<file path="src/rtl/counter_bank.sv">
`default_nettype none
// +--------------------------------------------------------------------+
// | counter_bank : bank of independent up/down counters with per-      |
// |                channel limit, wrap/saturate, tc flags, readback    |
// | Revision     : 1.0                                                  |
// +--------------------------------------------------------------------+
module counter_bank #(
  parameter int  WIDTH    = 8,
  parameter int  CHANNELS = 4,
  parameter int  SATURATE = 0,
  localparam int CW       = (CHANNELS > 1) ? $clog2(CHANNELS) : 1
) (
  input  logic                      clk,
  input  logic                      reset,
  input  logic                      wr,
  input  logic                      wsel,
  input  logic [CW-1:0]             wch,
  input  logic [WIDTH-1:0]          wdata,
  input  logic [CHANNELS-1:0]       en,
  input  logic [CHANNELS-1:0]       up,
  input  logic [CW-1:0]             rch,
  output logic [WIDTH-1:0]          rdata,
  output logic [CHANNELS*WIDTH-1:0] data,
  output logic [CHANNELS-1:0]       tc
);

  localparam bit c_sat = (SATURATE != 0);

  logic [WIDTH-1:0] w_rsel;
  logic [WIDTH-1:0] r_rdata;

  genvar c;
  generate
    for (c = 0; c < CHANNELS; c++) begin : g_ch
      logic [WIDTH-1:0] r_count;
      logic [WIDTH-1:0] r_limit;
      logic [WIDTH-1:0] w_next;
      logic             r_tc;
      logic             w_bound;
      logic             w_hit_top;
      logic             w_hit_bot;
      logic             w_count_wr;
      logic             w_limit_wr;

      assign w_count_wr = wr && !wsel && (wch == CW'(c));
      assign w_limit_wr = wr &&  wsel && (wch == CW'(c));
      // ">=" so a count left above a freshly lowered limit is still a bound
      assign w_hit_top  = (r_count >= r_limit);
      assign w_hit_bot  = (r_count == '0);

      always_comb begin
        w_next  = r_count;
        w_bound = 1'b0;
        if (en[c]) begin
          if (up[c]) begin
            if (w_hit_top) begin
              w_bound = 1'b1;
              w_next  = c_sat ? r_limit : '0;
            end else begin
              w_next  = r_count + 1'b1;
            end
          end else begin
            if (w_hit_bot) begin
              w_bound = 1'b1;
              w_next  = c_sat ? '0 : r_limit;
            end else begin
              w_next  = r_count - 1'b1;
            end
          end
        end
      end

      // Limit writes never block the step; the step above uses the old limit.
      always_ff @(posedge clk or negedge reset) begin
        if (!reset) begin
          r_count <= '0;
          r_limit <= '1;
          r_tc    <= 1'b0;
        end else begin
          if (w_count_wr) begin
            r_count <= wdata;
            r_tc    <= 1'b0;
          end else begin
            r_count <= w_next;
            r_tc    <= w_bound;
          end
          if (w_limit_wr) begin
            r_limit <= wdata;
          end
        end
      end

      assign data[c*WIDTH +: WIDTH] = r_count;
      assign tc[c]                  = r_tc;
    end
  endgenerate

  // Unmatched rch values fall through to zero.
  always_comb begin
    w_rsel = '0;
    for (int i = 0; i < CHANNELS; i++) begin
      if (rch == CW'(i)) begin
        w_rsel = data[i*WIDTH +: WIDTH];
      end
    end
  end

  always_ff @(posedge clk or negedge reset) begin
    if (!reset) begin
      r_rdata <= '0;
    end else begin
      r_rdata <= w_rsel;
    end
  end

  assign rdata = r_rdata;

endmodule
`default_nettype wire

</file>
<file path="config.mk">
export PLATFORM = sky130hd
export DESIGN_NAME = counter_bank
export DESIGN_NICKNAME = d
export VERILOG_FILES = /design/src/rtl/counter_bank.sv
export SDC_FILE = /design/constraint.sdc
export NUM_CORES = 1
export LEC_CHECK = 0
export CORE_MARGIN = 5
export CORE_UTILIZATION = 52
export CTS_BUF_LIST = sky130_fd_sc_hd__clkbuf_8 sky130_fd_sc_hd__clkbuf_16
export DETAILED_ROUTE_END_ITERATION = 7
export HOLD_SLACK_MARGIN = 0.02
export MAX_ROUTING_LAYER = met4
export PLACE_DENSITY = 0.78
export SKIP_LAST_GASP = 1
export SLEW_MARGIN = 20
export SYNTH_ARGS = -nofsm -noshare
export SYNTH_HDL_FRONTEND = slang
export SYNTH_SLANG_ARGS = --single-unit
</file>
<file path="constraint.sdc">
create_clock -name clk -period 2 [get_ports clk]
set_input_delay 0.3 -clock clk [delete_from_list [all_inputs] [get_ports clk]]
set_output_delay 0.3 -clock clk [all_outputs]
set_load 0.02 [all_outputs]
</file>
## Word level (Yosys, flattened, before mapping)

Index checks and enable logic that the tools add are counted.

| storage, ports and cells | value |
|---|---|
| register bits after elaboration | 76 |
| input port bits | 24 |
| output and inout port bits | 44 |
| word-level logic and storage cells | 96 |

| operators by class | value |
|---|---|
| $add $sub $neg | 8 |
| magnitude comparators | 4 |
| eq/ne operators | 6 |
| multiplexer cells | 44 |
| reduce and logical (&&, ||, !) cells | 21 |

Operators with widths:

| operator | count |
|---|---|
| 2-to-1 mux 8 bit | 24 |
| adder 8 x 1 -> 8 bit, second input constant | 4 |
| >= comparator 8 bit | 4 |
| zero test 8 bit | 4 |
| subtractor 8 x 1 -> 8 bit, second input constant | 4 |
| 2-to-1 mux 1 bit | 20 |
| logical AND 1 bit | 10 |
| equality test 2 bit, second input constant | 4 |
| nonzero test 2 bit | 4 |
| equality test 2 x 1 -> 1 bit, second input constant | 2 |
| zero test 2 bit | 2 |
| zero test 1 bit | 1 |

## Longest topological paths before layout

Gate-level depths: netlist of the first run.

| logic depth | value |
|---|---|
| word-level depth | 5 |
| mapped depth | 9 |
| gate-level depth less buffers | 8 |

## Least setup slack after synthesis of the first run

Ideal clock, no wire load.

| timing | value |
|---|---|
| path type | reg-to-reg |
| start point | register g_ch[2].r_count[0] |
| end point | register g_ch[2].r_count[3] |
| setup time | 82 ps |
| arrival time | 2254 ps |
| required time | 1918 ps |
| path slack | -336 ps |
| cell stages (with the launch flop) | 10 |
| buffers on the path | 1 |
| clock period less this slack | 2336 ps |
| path through | dfrtp_1 inv_1 ha_1 nand2b_1 a2111oi_0 o31ai_1 clkbuf_1 nor3b_1 o21ai_0 a31oi_1 |

| between the ends | value |
|---|---|
| word-level cells in the longest chain between the ends | 5 |

Ends and longest elaborated chain:

| item | RTL line | text |
|---|---|---|
| start: declaration | 35 | `logic [WIDTH-1:0] r_count;` |
| start signal: assignment | 81 | `r_count <= wdata;` |
| start signal: assignment | 84 | `r_count <= w_next;` |
| subtractor 8 x 1 -> 8 bit, or another cell as far along | 67 | `w_next = r_count - 1'b1;` |
| 2-to-1 mux 8 bit (on tied branches) | 63, 56 |  |
| 2-to-1 mux 8 bit (*) | 55 | `if (up[c]) begin` |
| 2-to-1 mux 8 bit (*) | 54 | `if (en[c]) begin` |
| 2-to-1 mux 8 bit (*) | 80 | `if (w_count_wr) begin` |

Every way passes the cells marked *; elsewhere a longest branch is shown, timed or not. The select of a mux whose other input is x is not followed.
A chain may end at the register's enable or synchronous reset.

## Final worst setup path of the first run

| timing | value |
|---|---|
| start point | register g_ch[0].r_limit[1] |
| end point | register g_ch[0].r_count[4] |

| between the ends | value |
|---|---|
| word-level cells in the longest chain between the ends | 5 |

Ends and longest elaborated chain:

| item | RTL line | text |
|---|---|---|
| start: declaration | 36 | `logic [WIDTH-1:0] r_limit;` |
| start signal: assignment | 88 | `r_limit <= wdata;` |
| >= comparator 8 bit | 48 | `assign w_hit_top = (r_count >= r_limit);` |
| 2-to-1 mux 8 bit | 56 | `if (w_hit_top) begin` |
| 2-to-1 mux 8 bit | 55 |  |
| 2-to-1 mux 8 bit | 54 |  |
| 2-to-1 mux 8 bit | 80 |  |
| end signal: assignment | 81 |  |
| end signal: assignment | 84 |  |
| end: declaration | 35 |  |

No other way between the ends. The select of a mux whose other input is x is not followed.

==> results of run 1 <==
-- timing repair --
| action | CTS | global route |
|---|---|---|
| setup buffers | 30 | 10 |
| hold buffers | 1 | 0 |
| pin swaps | 52 | 34 |
| hold endpoints to repair | 19 | 0 |
| endpoints found under the setup margin | 37 | 40 |
| resized for setup | 62 | 42 |
| cloned | 1 | 0 |
-- layout by cell type (no fill, tap or decap), drive strengths merged, types with 3 or more instances in the layout --
| master | instances |
|---|---|
| buf | 174 |
| clkdlybuf4s50 | 63 |
| nor2 | 55 |
| inv | 55 |
| o21ai | 51 |
| nand2 | 48 |
| ha | 44 |
| dfrtp | 44 |
| dfstp | 32 |
| a21oi | 25 |
| a211oi | 21 |
| xor2 | 20 |
| nand3 | 19 |
| nor3 | 18 |
| mux2 | 16 |
| nor3b | 12 |
| xnor2 | 11 |
| a31oi | 9 |
| clkbuf | 9 |
| nand2b | 9 |
| mux4 | 8 |
| and3 | 7 |
| mux2i | 6 |
| o221ai | 6 |
| nor4 | 6 |
| o31ai | 6 |
| or4 | 5 |
| o22ai | 5 |
| nand4 | 4 |
| o21a | 4 |
| or3 | 4 |
| o211ai | 4 |
| a22oi | 4 |
| a21o | 3 |
| nor2b | 3 |
| o211a | 3 |
| o32ai | 3 |
| a311oi | 3 |
| clkinv | 3 |
| a2111oi | 3 |
-- stage by stage --
stage | setup TNS [ps] | worst slack (ps) | util | instance area, µm² | std cells
detailed placement | -6263 | -352.4 | 0.6946 | 7530 | 945
finish | -4089 | -252.4 | 0.7771 | 8424 | 999
floorplan | -306.6 | -64.43 | - | 5911 | 650
global route | -6460 | -343.5 | 0.7771 | 8424 | 999
global placement | -3984 | -212.1 | 0.6946 | 7530 | 945
CTS | -3248 | -174.6 | 0.7563 | 8199 | 992
-- synth_stat cells, types with 6 or more instances --
master     n  area (µm²)
and3_1     7       43.79
a31oi_1    9       56.30
nor3b_1   11       82.58
dfstp_2   32       840.8
o21ai_0   49       245.2
nand3_1   19       95.09
buf_4      6       45.04
nor3_1    17       85.08
xnor2_1   11       96.34
nor2_1    55       206.5
clkbuf_1  36       135.1
a211oi_1  21       157.7
xor2_1    20       175.2
nand2_1   48       180.2
mux2_2    16       180.2
a21oi_1   25       125.1
nand2b_1   9       56.30
mux2i_1    6       60.06
dfrtp_1   44        1101
inv_1     53       198.9
mux4_2     8       180.2
o221ai_1   6       52.55
ha_1      44       550.5
-- flip-flops by register name, indices dropped and copies added (netlist names) --
signal and count:
rdata 8, g_ch.r_tc 4, g_ch.r_count 32, g_ch.r_limit 32
-- kinds of logic (layout without fill, tap and decap cells) --
kind of cell	Yosys count	count (layout)	synth area share
flops	76	76	0.3381
simple gates	197	197	0.1751
compound gates	170	171	0.1978
fa+ha+maj	44	44	0.09584
mux	30	30	0.07319
xor+xnor	31	31	0.04727
buf+inv	102	310	0.07275
-- cell type report --
| cell class | instances | area [µm²] | share of cell area |
|---|---|---|---|
| multi-input combinational | 473 | 3899 | 0.4628 |
| clock inverter | 7 | 37.54 | 0.004456 |
| inverter | 53 | 198.9 | 0.02362 |
| tap | 140 | 175.2 | 0.02079 |
| timing repair buffer | 241 | 2034 | 0.2415 |
| sequential | 76 | 1956 | 0.2321 |
| clock buffer | 9 | 123.9 | 0.01470 |
-- path summary, 6_finish.rpt --
check                                        start                 end  slack [ps]  depth (start not counted)
min in group clk                g_ch[1].r_limit[6]  g_ch[1].r_limit[6]         490                          2
worst max-delay path            g_ch[0].r_limit[1]  g_ch[0].r_count[4]        -250                          9
max in group asynchronous                    reset  g_ch[3].r_limit[0]         930                          3
worst max register to register  g_ch[0].r_limit[1]  g_ch[0].r_count[4]        -250                          9
worst min register to register  g_ch[1].r_limit[6]  g_ch[1].r_limit[6]         490                          2
worst min-delay path                         reset  g_ch[0].r_count[7]         430                          2
-- power by group through the flow --
stage / registers, mW / clock network [mW] / logic, mW
finish: 2.45 / 1.09 / 6.73
CTS: 2.40 / 1.09 / 6.26
global route: 2.49 / 1.15 / 7.13
global placement: 2.40 / 0 / 5.43
detailed placement: 2.43 / 0 / 5.62
floorplan: 2.84 / 0 / 2.80
-- layer usage --
metal	vias to the layer above	global-route usage	wire (µm)
met5	-	-	0
met3	122	0.05053	2141
li1	2743	-	-
met2	487	0.5324	10350
met4	0	0.1534	1095
met1	2990	0.3725	7659
==> flow_summary.toml, run 1 <==
[power_and_ir_drop]
p_sw_mw = 4.523
switching_share = 0.4405
power_density_nw_per_um2 = 1219
p_int_mw = 5.746
power.share.clock = 0.106
finalPower_mw = 10.27
ir_drop_v = 0.0007823
leakage_nw = 3.672
combPwrFrac = 0.656
seqPwrFrac = 0.238

[cells_and_area]
final_layout_size_suffix_gt1_frac = 0.4016
insertedDiodeCount = 0
syn_to_final_growth_pct = 46.66
nFillCells = 672
final_nets = 922

[sta]
skew_ps = 17.35
finalWorstSetupSlack_ps = -252.4
fin_hold_ws_ps = 431.6
worst_pin_slew_ps = 626.6
period_needed_ps = 2252
setup_viol = 34
rsz0062_at_grt = "yes"
drv_slew = 0
final.period_utilization = 1.126
fmax_ghz = 0.4440
hold_viol_final = 0
slew_headroom = 0.5810

[routing]
viasPerCell = 6.348
dr.pass1.iters = 6
wire_per_inst_um = 21.26
postRouteAntennaNets = 0
wirelength_um = 21240
drc = 0
vias = 6342
drt_iter0_drc = 427

[clocking]
numClockSinks = 76
root_buffer = "clkbuf_8"
cts_tree = "yes"
clock_path_buffers = 2
worstSkewPairLatency_ps = 380
htree_levels = 3
clk_pin_slew_ps = 90
numCtsBuffers = 9

[setup_path]
required_ps = 2280
start_kind = "flop"
worst-setup-path-type = "reg -> reg"
endpoint_kind = "flop"
cp_num_buf_inv = 3
path_cells = "inv_2 > ha_2 > or4_4 > a21oi_2 > o31a_1 > buf_6 > buf_4 > a211oi_1 > nor3_1"
critPathTopFamily = "simple AND/OR/NAND/NOR gates"
cpMaxStageDelayCell = "dfstp_2"
worstPathArrival_ps = 2530
cp_slowest_stage_delay_ps = 550
cp_max_fo = 4

[global_route]
antenna_found_initial = 0
overflow = 0
grt_use_total = 0.3180
grt_pass1_vias = 6309
grt_max_degree = 35
grt_pass1_wl_um = 31800

[floorplanning]
rows = 38
die_w_um = 115.1
io_pins = 68
die_y_um = 115.1
core_area_um2 = 10840
fp.dieArea_um2 = 13250
start_util = 0.5299

[synthesis]
synth-seq-cells = 76
syn_area_per_cell_um2 = 8.837
syn_nets = 718
ys_types = 69
synth-main-ff-cell = "dfrtp_1"
synth_area_um2 = 5744
synth_warnings = 0
syn_inst = 650
synthArstFlopShare = 1.000
ys_seq_area_frac = 0.3381
synth_edf_count = 0

[placed_design]
gp_congestion = 0.9468
dp_hpwl_um = 13980
numPortBuffers = 67

[min_path]
hold_class = "in -> async"

[run]
cap_violations = 0

[run_status]
violations = "negative setup slack"
outcome = "finished, violations left"
No activity file was read; power rests on OpenSTA's default activity.
==> run 2, diff against run 1 <==
--- a/config.mk
+++ b/config.mk
@@ -12,6 +12,7 @@
 export HOLD_SLACK_MARGIN = 0.02
 export MAX_ROUTING_LAYER = met4
 export PLACE_DENSITY = 0.78
+export RECOVER_POWER = 100
 export SKIP_LAST_GASP = 1
 export SLEW_MARGIN = 20
 export SYNTH_ARGS = -nofsm -noshare
==> flow_summary.toml, run 2 (synthesized netlist as in run 1, its figures left out) <==
[cells_and_area]
final_nets = 922
nFillCells = 690
final_common_cell = "buf_4"
insertedDiodeCount = 0
final_cell_mix = "buf_4 (150), nor2_1 (53), nand2_1 (46), inv_1 (45), o21ai_0 (35)"
final_layout_size_suffix_gt1_frac = 0.3923
syn_to_final_growth_pct = 45.48

[power_and_ir_drop]
leakage_nw = 3.646
power_density_nw_per_um2 = 1210
ir_drop_v = 0.0007788
finalPower_mw = 10.11

[routing]
drc = 0
dr.pass1.iters = 6
postRouteAntennaNets = 0
drt_iter0_drc = 482
vias = 6261
wire_per_inst_um = 21.11
viasPerCell = 6.267
wirelength_um = 21090

[sta]
slew_headroom = 0.3877
rsz0062_at_grt = "yes"
setup_tns_ps = -4006
setup_viol = 33
skew_ps = 15.59
hold_viol_final = 0
period_needed_ps = 2256
finalWorstSetupSlack_ps = -255.5
drv_slew = 0
fmax_ghz = 0.4434
final.period_utilization = 1.128
worst_pin_slew_ps = 918.4

[floorplanning]
core_area_um2 = 10840
start_util = 0.5299
io_pins = 68
fp.dieArea_um2 = 13250
die_w_um = 115.1
die_y_um = 115.1
rows = 38

[placed_design]
dp_hpwl_um = 13980
gp_congestion = 0.9468
numPortBuffers = 67
dpl_worst_slack_ps = -352.4

[setup_path]
cp_max_fo = 4
critPathCapture = "g_ch[0].r_count[4]"
r2r_end = "g_ch[0].r_count[4]"
worstPathArrival_ps = 2530
startpoint = "g_ch[0].r_limit[1]"
worst-setup-path-type = "reg -> reg"
endpoint_kind = "flop"
reg2regPathDepth = 9
ff2ff_setup_slack_ps = -260
regToRegStartpoint = "g_ch[0].r_limit[1]"
start_kind = "flop"
required_ps = 2280

[global_route]
overflow = 0
grt_pass1_wl_um = 31800
antenna_found_initial = 0
grt_use_total = 0.3180
grt_pass1_vias = 6309
grt_max_degree = 35

[clocking]
clk_pin_slew_ps = 90
numCtsBuffers = 9
clock_path_buffers = 2
numClockSinks = 76
cts_tree = "yes"
worstSkewPairLatency_ps = 380
htree_levels = 3
root_buffer = "clkbuf_8"

[run]
cap_violations = 0

[run_status]
violations = "negative setup slack"
outcome = "finished, violations left"

[min_path]
hold_class = "reg -> reg"
run 2: repair_timing:
action / 4_1_cts / 5_1_grt
setup endpoints to repair: 37 / 40
gates resized for setup: 62 / 42
pin swaps: 52 / 34
gates cloned: 1 / 0
setup buffers: 30 / 10
hold endpoints to repair: 19 / 0
hold buffers: 1 / 0
run 2: area by class of cell:
cell class | count | area (µm²) | area share
tap | 140 | 175.2 | 0.02096
sequential | 76 | 1954 | 0.2339
multi-input combinational | 473 | 3899 | 0.4665
timing repair buffer | 241 | 1968 | 0.2355
clock buffer | 9 | 123.9 | 0.01482
inverter | 53 | 198.9 | 0.02381
clock inverter | 7 | 37.54 | 0.004492
run 2: power by group:
group	switching, mW	internal (mW)
Clock	0.645	0.436
Sequential	0.362	2.08
Combinational	3.48	3.11
Total	4.49	5.63
run 2: critical path: stages (launching register included):
cell,delay [ps]
dfstp_2,550
inv_2,40
ha_2,160
or4_4,530
a21oi_2,140
o31a_1,210
buf_6,140
buf_4,110
a211oi_1,70
nor3_1,210
run 2: per-layer routing:
layer,vias to the layer above,track usage,wire [µm]
met5,-,-,0
met4,0,0.1534,1090
met3,110,0.05053,2091
met2,429,0.5324,10290
met1,2972,0.3725,7615
li1,2750,-,-
run 2: worst min-delay path by stage:
stage	startpoint	end	slack, ps	depth (start not counted)
final	g_ch[1].r_limit[6]	g_ch[1].r_limit[6]	490	2
after global routing	g_ch[1].r_limit[6]	g_ch[1].r_limit[6]	520	2
after CTS	reset	g_ch[0].r_count[7]	430	2
after detailed placement	reset	g_ch[0].r_count[7]	300	1
after global placement	reset	g_ch[0].r_count[7]	290	1
after floorplan	reset	g_ch[0].r_count[0]	4	0
run 2: metrics by stage:
step | std cells | utilization | hold slack, ps | instance area (µm²)
6_report | 999 | 0.7709 | 494.5 | 8357
5_1_grt | 999 | 0.7709 | 521.1 | 8357
3_3_place_gp | 945 | 0.6946 | 287.0 | 7530
4_1_cts | 992 | 0.7563 | 430.1 | 8199
3_5_place_dp | 945 | 0.6946 | 295.3 | 7530
2_1_floorplan | 650 | - | 4.409 | 5911
==> run 3, diff against run 2 <==
--- a/config.mk
+++ b/config.mk
@@ -5,7 +5,7 @@
 export SDC_FILE = /design/constraint.sdc
 export NUM_CORES = 1
 export LEC_CHECK = 0
-export CORE_MARGIN = 5
+export CORE_MARGIN = 3
 export CORE_UTILIZATION = 52
 export CTS_BUF_LIST = sky130_fd_sc_hd__clkbuf_8 sky130_fd_sc_hd__clkbuf_16
 export DETAILED_ROUTE_END_ITERATION = 7
==> flow_summary.toml, run 3 (synthesized netlist as in run 1, its figures left out) <==
[routing]
postRouteAntennaNets = 0
drt_iter0_drc = 380
wire_per_inst_um = 20.51
viasPerCell = 6.307
vias = 6042
dr.pass1.iters = 5
drc = 0
wirelength_um = 19650

[clocking]
numClockSinks = 76
worstSkewPairLatency_ps = 390
clock_path_buffers = 2
clk_pin_slew_ps = 80
root_buffer = "clkbuf_8"
cts_tree = "yes"
htree_levels = 3
numCtsBuffers = 9

[global_route]
grt_max_degree = 40
grt_pass1_wl_um = 30420
overflow = 0
grt_use_total = 0.3165
grt_pass1_vias = 6086
antenna_found_initial = 0

[cells_and_area]
final_util = 0.7755
final_layout_size_suffix_gt1_frac = 0.3662
syn_to_final_growth_pct = 42.50
final_nets = 885
stdcell_area_um2 = 8185
nFillCells = 732
ff_latch_area_um2 = 1954
final_common_cell = "buf_4"
multi_input_area_um2 = 3924
final_cell_mix = "buf_4 (121), nor2_1 (54), nand2_1 (47), inv_1 (42), dfrtp_1 (34)"
insertedDiodeCount = 0

[floorplanning]
fp.dieArea_um2 = 12340
die_w_um = 111.1
start_util = 0.5442
io_pins = 68
core_area_um2 = 10560
rows = 37
die_y_um = 111.1

[placed_design]
gp_congestion = 0.9841
numPortBuffers = 67
place_area_um2 = 7397
dp_hpwl_um = 13370

[sta]
fin_hold_ws_ps = 502.8
drv_slew = 0
period_needed_ps = 2196
worst_pin_slew_ps = 983.8
slew_headroom = 0.3441
rsz0062_at_grt = "yes"
final.period_utilization = 1.098
fmax_ghz = 0.4555
setup_viol = 32
skew_ps = 11.19
hold_viol_final = 0
finalWorstSetupSlack_ps = -195.5

[min_path]
hold_class = "reg -> reg"

[power_and_ir_drop]
ir_drop_v = 0.0006514
power_density_nw_per_um2 = 1246
leakage_nw = 3.491

[setup_path]
worst-setup-path-type = "reg -> reg"
cp_max_fo = 3
start_kind = "flop"
required_ps = 2310
endpoint_kind = "flop"
worstPathArrival_ps = 2500

[run_status]
violations = "negative setup slack"
outcome = "finished, violations left"

[run]
cap_violations = 0
[run 3: cell count changes in the layout (fill, tap and decap cells not counted), moves of 3 or more]
cell	delta
nand3_2	-3
ha_4	+4
buf_4	-29
nand3_1	+3
inv_1	-3
clkbuf_8	+3
clkbuf_1	-4
buf_6	-3
o21ai_1	+3
ha_1	-3
[run 3: per-layer routing]
layer  vias up  global-route usage  wire [µm]
li1       2675                   -          -
met1      2932              0.3800       7540
met2       347              0.5113       9557
met3        88             0.06114       1600
met4         0              0.1573        952
met5         -                   -          0
[run 3: worst paths after layout]
check / start / endpoint / slack [ps] / depth (start not counted)
max: g_ch[1].r_limit[1] / g_ch[1].r_count[6] / -200 / 8
min: g_ch[1].r_limit[6] / g_ch[1].r_limit[6] / 500 / 2
max reg2reg: g_ch[1].r_limit[1] / g_ch[1].r_count[6] / -200 / 8
min reg2reg: g_ch[1].r_limit[6] / g_ch[1].r_limit[6] / 500 / 2
max in group asynchronous: reset / g_ch[2].r_limit[3] / 300 / 3
min in group asynchronous: reset / g_ch[0].r_count[0] / 610 / 2
[run 3: timing repair]
| action | 4_1_cts | 5_1_grt |
|---|---|---|
| endpoints found under the hold margin | 22 | 0 |
| gates resized for setup | 42 | 56 |
| buffers inserted | 7 | 10 |
| cloned | 1 | 0 |
| pin swaps | 33 | 37 |
| hold buffers | 1 | 0 |
| setup endpoints to repair | 34 | 36 |
[run 3: critical path, stage by stage, from the launching register on]
cell and delay [ps]:
dfstp_2 540, inv_2 40, ha_4 140, or4_4 540
a21oi_4 150, o31ai_4 90, o32ai_1 280, a22oi_1 150
a21oi_1 180
[run 3: final cells by class]
type	count	share of cell area
tap	136	0.02079
sequential	76	0.2388
multi-input combinational	473	0.4794
inverter	53	0.02430
clock inverter	4	0.008560
clock buffer	12	0.02018
timing repair buffer	204	0.2080
[run 3: power breakdown]
| part | leakage [nW] | switching [mW] | internal [mW] |
|---|---|---|---|
| Sequential | 0.857 | 0.384 | 2.08 |
| Clock | 0.122 | 0.638 | 0.801 |
| Combinational | 2.51 | 3.31 | 2.98 |
| Total | 3.49 | 4.33 | 5.86 |
[run 3: through the flow]
| step | setup TNS (ps) | setup WS, ps | std cells | power [mW] |
|---|---|---|---|---|
| 3_5_place_dp | -5190 | -247.3 | 924 | 7.842 |
| 4_1_cts | -1868 | -129.1 | 949 | 9.667 |
| 6_report | -3069 | -195.5 | 958 | 10.20 |
| 2_1_floorplan | -306.6 | -64.43 | 650 | 5.640 |
| 5_1_grt | -5814 | -278.7 | 958 | 10.78 |
| 3_3_place_gp | -3431 | -198.2 | 924 | 7.662 |
==> variant 1, RTL diff (flow settings as in run 1) <==
Set the parameter `CHANNELS` to 8 (it was 4).
--- a/src/rtl/counter_bank.sv
+++ b/src/rtl/counter_bank.sv
@@ -7,5 +7,5 @@
 module counter_bank #(
   parameter int  WIDTH    = 8,
-  parameter int  CHANNELS = 4,
+  parameter int  CHANNELS = 8,
   parameter int  SATURATE = 0,
   localparam int CW       = (CHANNELS > 1) ? $clog2(CHANNELS) : 1
Interface: changed (6 resized); port bits go from 68 to 114. The function was not compared with the original's and may differ.
==> variant 1 against run 1 <==
- core utilization up 1.0 points
- total power rose by 110%
- die area increased by 88%
- sequential cell count rose by 68
- largest cell class unchanged
- worst hold slack worse by 0.094 ns
- clock skew fell by 0.0036 ns
- synthesized area increased by 97%
- critical endpoint is now g_ch[2].r_count[4]
- combinational power up 93%
- worst setup slack worse by 0.025 ns
- the flow still finishes with violations (setup timing)
- count of clock-buffer cells in the layout up 9
- final area increased by 100%
- routed wire length grew 110%
==> variant 1: results (changes against run 1) <==
The number of CTS-inserted buffers is 17 (+8). The placement-stage cell area is 14,720 µm² (+95%). The global-route usage over all layers is 0.3383 (+0.02027). The routed via count divided by cell count is 6.375 (+0.41%). The first-pass GRT wire length is 64,960 µm (+100%).

The largest single stage delay on the critical path is 0.54 ns. The yosys synthesis warning count came to 0 (unchanged). The fraction of final layout cells with drive strength greater than 1 came to 0.4035 (+0.001848). The leakage component of the power was 0.007151 µW (+95%). The final non-filler cell total is 2,007 (+100%). The setup clock skew after layout is 0.01377 ns (-0.003581 ns). The largest net degree at the start of global routing is 45 (+29%).

The endpoint identified for the worst register-to-register timing path is g_ch[2].r_count[4]. The critical path is of the register to register type. The launch instance of the worst register-to-register path is g_ch[2].r_count[3].

The number of failing setup endpoints in the final timing report came to 69 (+100%). The half-perimeter wire length after detailed placement is 28,430 µm (+100%). The synthesized area per cell is 8.232 µm² (-6.8%).

The unique cell type count in the Yosys netlist is 68 (-1.4%). The maximum vdd drop is 0.9647 mV (+23%). In the final layout, the registers with the most flip-flops are g_ch.r_count (64), g_ch.r_limit (64).

The net total in the final layout was 1,834 (+99%). On the critical path, the stage with the largest delay is an instance of sky130_fd_sc_hd__or4_4. The deepest clock path buffer count was 2 (unchanged).

The worst-case setup margin in the final layout came to -0.2771 ns (-0.02467 ns). The checks that failed: setup timing. The clock latency on the worst-skew pair came out at 0.43 ns (+0.05 ns). The number of antenna violations at the first check in global routing is 1 (+1).

The placed cell count came to 1,927 (+100%). The number of detailed-routing iterations run before antenna repair came to 5 (-1). The fraction of synthesis flops using an asynchronous set or reset pin came out at 1.000 (unchanged). The placement-stage worst setup slack was -0.3668 ns (-0.01435 ns). The maximum fanout encountered on the critical timing path is 8 (+4). The number of cell instances on the worst register-to-register path came out at 6 (-3).

The total nets after synthesis is 1,499 (+110%). The transition time at the pin with the least slew margin came out at 0.6796 ns (+0.05303 ns). The post-synthesis sequential area ratio is 0.3249 (-0.01311). The run finished, with violations left. The commonest cells after synthesis are sky130_fd_sc_hd__nor2_1 (137), sky130_fd_sc_hd__o21ai_0 (107), sky130_fd_sc_hd__nand2_1 (102).

The path class of the tightest hold or removal check is input pin to async pin. The last weighted congestion value of the routability-driven placer came to 0.9982 (+5.4%). The cell sitting at the root of the clock tree is a sky130_fd_sc_hd__clkbuf_16.

By area the synthesized netlist is led by sky130_fd_sc_hd__dfrtp_1 (18%), sky130_fd_sc_hd__dfstp_2 (15%), sky130_fd_sc_hd__ha_1 (9.7%), sky130_fd_sc_hd__o21ai_0 (4.7%), sky130_fd_sc_hd__nor2_1 (4.5%). The number of DRC markers after the initial detailed-route iteration came out at 1,355 (+220%). The number of levels the H-tree was split into came to 4 (+1). The critical path arrival is 2.61 ns (+0.08 ns). The post-detailed-routing wire length is 44,400 µm (+110%). The via count of the first global-routing pass is 12,362 (+96%).

The clock slew at the register clock pins of the worst setup and hold paths is 0.07 ns (-0.02 ns). The port buffer count is 113 (+69%).
-- variant 1: changes by cell type after synthesis, sizes merged, moves of 44 or more --
cell,run 1,this run
o21ai,51,112
clkbuf,36,90
nor2,55,137
a211oi,21,67
a21oi,25,75
ha,44,88
nand2,48,102
-- variant 1: where the power goes --
group          leakage (µW)  total, µW  internal (µW)  switching (µW)
Clock              0.000288       3320           1990            1330
Combinational       0.00525      13000           6050            6900
Sequential          0.00161       4790           3970             814
Total               0.00715      21100          12000            9050
-- variant 1: worst max-delay path, delay by kind of cell (launching register included) --
family	cells	cell delay [ns]
buffers and inverters	1	0.16
AOI/OAI and AO/OA	2	0.27
DFF	1	0.41
and+or+nand+nor	3	1.32
-- variant 1: timing repair --
item                       4_1_cts  5_1_grt
setup buffers                   21       20
hold endpoints to repair        17        0
cloned                           3        2
pin swaps                       78       70
gates resized for setup        127      167
hold buffers                     1        0
setup endpoints to repair       75       87
-- variant 1: layer usage --
metal  global-route usage  wire length, µm
met5                    -                0
met2               0.5505            21340
met3              0.06178             4178
met4               0.1647             2635
met1               0.4056            16250
-- variant 1: worst min path at each step --
stage          startpoint            endpoint  slack [ns]  depth (start not counted)
5_1_grt             reset        g_ch[7].r_tc        0.39                          2
3_5_place_dp        reset  g_ch[7].r_count[6]        0.22                          1
3_3_place_gp        reset        g_ch[7].r_tc        0.22                          1
2_1_floorplan       reset  g_ch[0].r_count[0]       0.004                          0
4_1_cts             reset  g_ch[7].r_count[6]        0.35                          2
6_report            reset  g_ch[7].r_count[6]        0.34                          2
-- variant 1: final cells by class --
| class | instances | area [µm²] |
|---|---|---|
| well taps | 280 | 350.3 |
| fillers | 1313 | 4599 |
| multi-input cells | 1040 | 8338 |
| diodes | 2 | 5.005 |
| clock buffers | 18 | 439.2 |
| inverters | 84 | 322.8 |
| clock inverters | 14 | 161.4 |
| flip-flops and latches | 144 | 3705 |
| repair buffers | 425 | 3700 |
-- variant 1: cells by family after synthesis --
kind of cell	after synthesis	share of synthesized area
compound gates	369	0.2103
xor+xnor	67	0.05177
fa+ha+maj	88	0.09713
buf+inv	195	0.07031
flops	144	0.3249
mux	46	0.04625
simple gates	468	0.1993
-- variant 1: stage by stage --
| stage | setup TNS, ns | power [µW] |
|---|---|---|
| floorplan | -6.110 | 10780 |
| global placement | -7.751 | 14830 |
| detailed placement | -10.59 | 15140 |
| CTS | -5.110 | 19340 |
| global route | -12.46 | 22090 |
| finish | -7.533 | 21060 |
==> variant 2, RTL diff (config.mk and constraints of run 1) <==
Without the edit above. Put one more register stage on the output `data`. The value now appears one clock later. The other outputs are not delayed to match.
--- a/src/rtl/counter_bank.sv
+++ b/src/rtl/counter_bank.sv
@@ -26,4 +26,6 @@
 
   localparam bit c_sat = (SATURATE != 0);
+
+  logic [CHANNELS*WIDTH-1:0] data_d;
 
   logic [WIDTH-1:0] w_rsel;
@@ -91,5 +93,5 @@
       end
 
-      assign data[c*WIDTH +: WIDTH] = r_count;
+      assign data_d[c*WIDTH +: WIDTH] = r_count;
       assign tc[c]                  = r_tc;
     end
@@ -101,5 +103,5 @@
     for (int i = 0; i < CHANNELS; i++) begin
       if (rch == CW'(i)) begin
-        w_rsel = data[i*WIDTH +: WIDTH];
+        w_rsel = data_d[i*WIDTH +: WIDTH];
       end
     end
@@ -116,4 +118,8 @@
   assign rdata = r_rdata;
 
+  always_ff @(posedge clk) begin
+    data <= data_d;
+  end
+
 endmodule
 `default_nettype wire
Function: changed (Yosys sat finds a counterexample within 4 cycles, from zero or initial values and one cycle with reset low).
==> variant 2 against run 1 <==
- synthesized cell count increased by 5.2%
- sequential share of layout area is 6.1 points higher
- combinational power shrank 8.8%
- fmax grew 10%
- the run still ends with setup timing left
- routed wire length fell by 3.1%
- core utilization is 4.8 points lower
- final area grew 4.8%
- total power grew 11%
- synthesized area up 13%
- worst setup slack improved by 0.21 ns
- sequential cell count up 32
- non-clock buffer count fell by 44
- clock skew is 0.0089 ns lower
==> variant 2: results (changes against run 1) <==
The first-pass GRT wire length is 32,000 µm (+0.63%). The sum of negative setup slack came out at -0.09264 ns (+3.997 ns). The run finished, with violations left. The number of detailed-routing iterations run before antenna repair is 5 (-1). The launch instance of the worst register-to-register path is g_ch[3].r_count[2]. The relative slew slack is 0.5680 (-0.01300). The final reports fail on setup timing. The total nets after synthesis is 752 (+4.7%).

The unique cell type count in the Yosys netlist is 70 (+1.4%). The post-synthesis adder-cell area fraction is 0.08484 (-0.01100). The number of failing setup endpoints in the final timing report came to 5 (-85%). The half-perimeter wire length after detailed placement is 14,430 µm (+3.3%).

The fraction of synthesis flops using an asynchronous set or reset pin came out at 0.7037 (-0.2963). The setup clock skew after layout is 0.008410 ns (-0.008939 ns). The fraction of final layout cells with drive strength greater than 1 was 0.3180 (-0.08361). The placement-stage worst setup slack is -0.1570 ns (+0.1955 ns). The largest net degree at the start of global routing came to 47 (+34%).

The share of the synthesized area in compound gates (AO/OA/AOI/OAI) came out at 0.1691 (-0.02867). The met1 routed wirelength after detailed routing came out at 8542 µm (+12%). The worst-case setup margin in the final layout came out at -0.04460 ns (+0.2078 ns). The routed via count divided by cell count came to 5.986 (-5.7%).

The share of cell area taken by muxes after synthesis is 0.07713 (+0.003944). The post-synthesis xor/xnor area fraction came to 0.04724 (about the same). The last weighted congestion value of the routability-driven placer came out at 0.9883 (+4.4%). The maximum vdd drop is 0.6882 mV (-12%).

The net total in the final layout came out at 912 (-1.1%). By count the netlist is led by sky130_fd_sc_hd__nor2_1 (60), sky130_fd_sc_hd__nand2_1 (50), sky130_fd_sc_hd__dfrtp_1 (44), sky130_fd_sc_hd__ha_1 (44), sky130_fd_sc_hd__inv_1 (43).
## variant 2: worst max-delay path, cell delays in order (launching register included)
cell and delay (ns):
sky130_fd_sc_hd__dfrtp_1 0.40, sky130_fd_sc_hd__or4_4 0.54, sky130_fd_sc_hd__or3_4 0.42, sky130_fd_sc_hd__a211o_1 0.32, sky130_fd_sc_hd__a221oi_2 0.26
## variant 2: repair_timing
| action | 4_1_cts | 5_1_grt |
|---|---|---|
| hold buffers | 1 | 0 |
| pin swaps | 14 | 37 |
| setup endpoints to repair | 17 | 33 |
| buffers inserted | 4 | 12 |
| resized for setup | 15 | 53 |
| hold endpoints to repair | 17 | 0 |
## variant 2: path summary, 6_finish.rpt
kind                                       to  cells past startpoint  slack [ns]
min                        g_ch[2].r_count[1]                      2        0.44
max reg2reg                g_ch[3].r_count[3]                      4       -0.04
min in group clk                     data[27]                      0        0.47
max in group asynchronous  g_ch[3].r_limit[5]                      3        0.90
min reg2reg                          data[27]                      0        0.47
max                        g_ch[3].r_count[3]                      4       -0.04
## variant 2: cell families after synthesis
kind of cell,count (synthesis)
AND/OR/NAND/NOR,209
AO/OA/AOI/OAI,160
flip-flops,108
buffers and inverters,91
adder cells (fa/ha/maj),44
multiplexers,37
XOR/XNOR,35
## variant 2: stage by stage
stage | cells | power [µW] | cell area (µm²) | hold slack, ns
2_1_floorplan | 684 | 6472 | 6529 | 0.004409
3_3_place_gp | 985 | 8570 | 8080 | 0.2740
3_5_place_dp | 985 | 8712 | 8080 | 0.2741
4_1_cts | 1006 | 10830 | 8519 | 0.4419
5_1_grt | 1017 | 12040 | 8830 | 0.4762
6_report | 1017 | 11400 | 8830 | 0.4373
## variant 2: where the power goes
| group | switching, µW | internal (µW) |
|---|---|---|
| sequential | 415 | 2940 |
| combinational | 3210 | 2930 |
| clock | 829 | 1080 |
| total | 4460 | 6950 |
## variant 2: final cells by class
class                           instances  share of cell area
Inverter                               43             0.01828
Multi-Input combinational cell        485              0.4363
Timing Repair Buffer                  197              0.1924
Sequential cell                       108              0.2928
Clock inverter                          4            0.006235
Clock buffer                           12             0.03018
Tap cell                              168             0.02381
## variant 2: metal layers
layer | GRT usage | vias to the layer above
met1 | 0.3674 | 2987
met3 | 0.04132 | 64
met5 | - | -
met2 | 0.4477 | 265
met4 | 0.1134 | 0
li1 | - | 2772
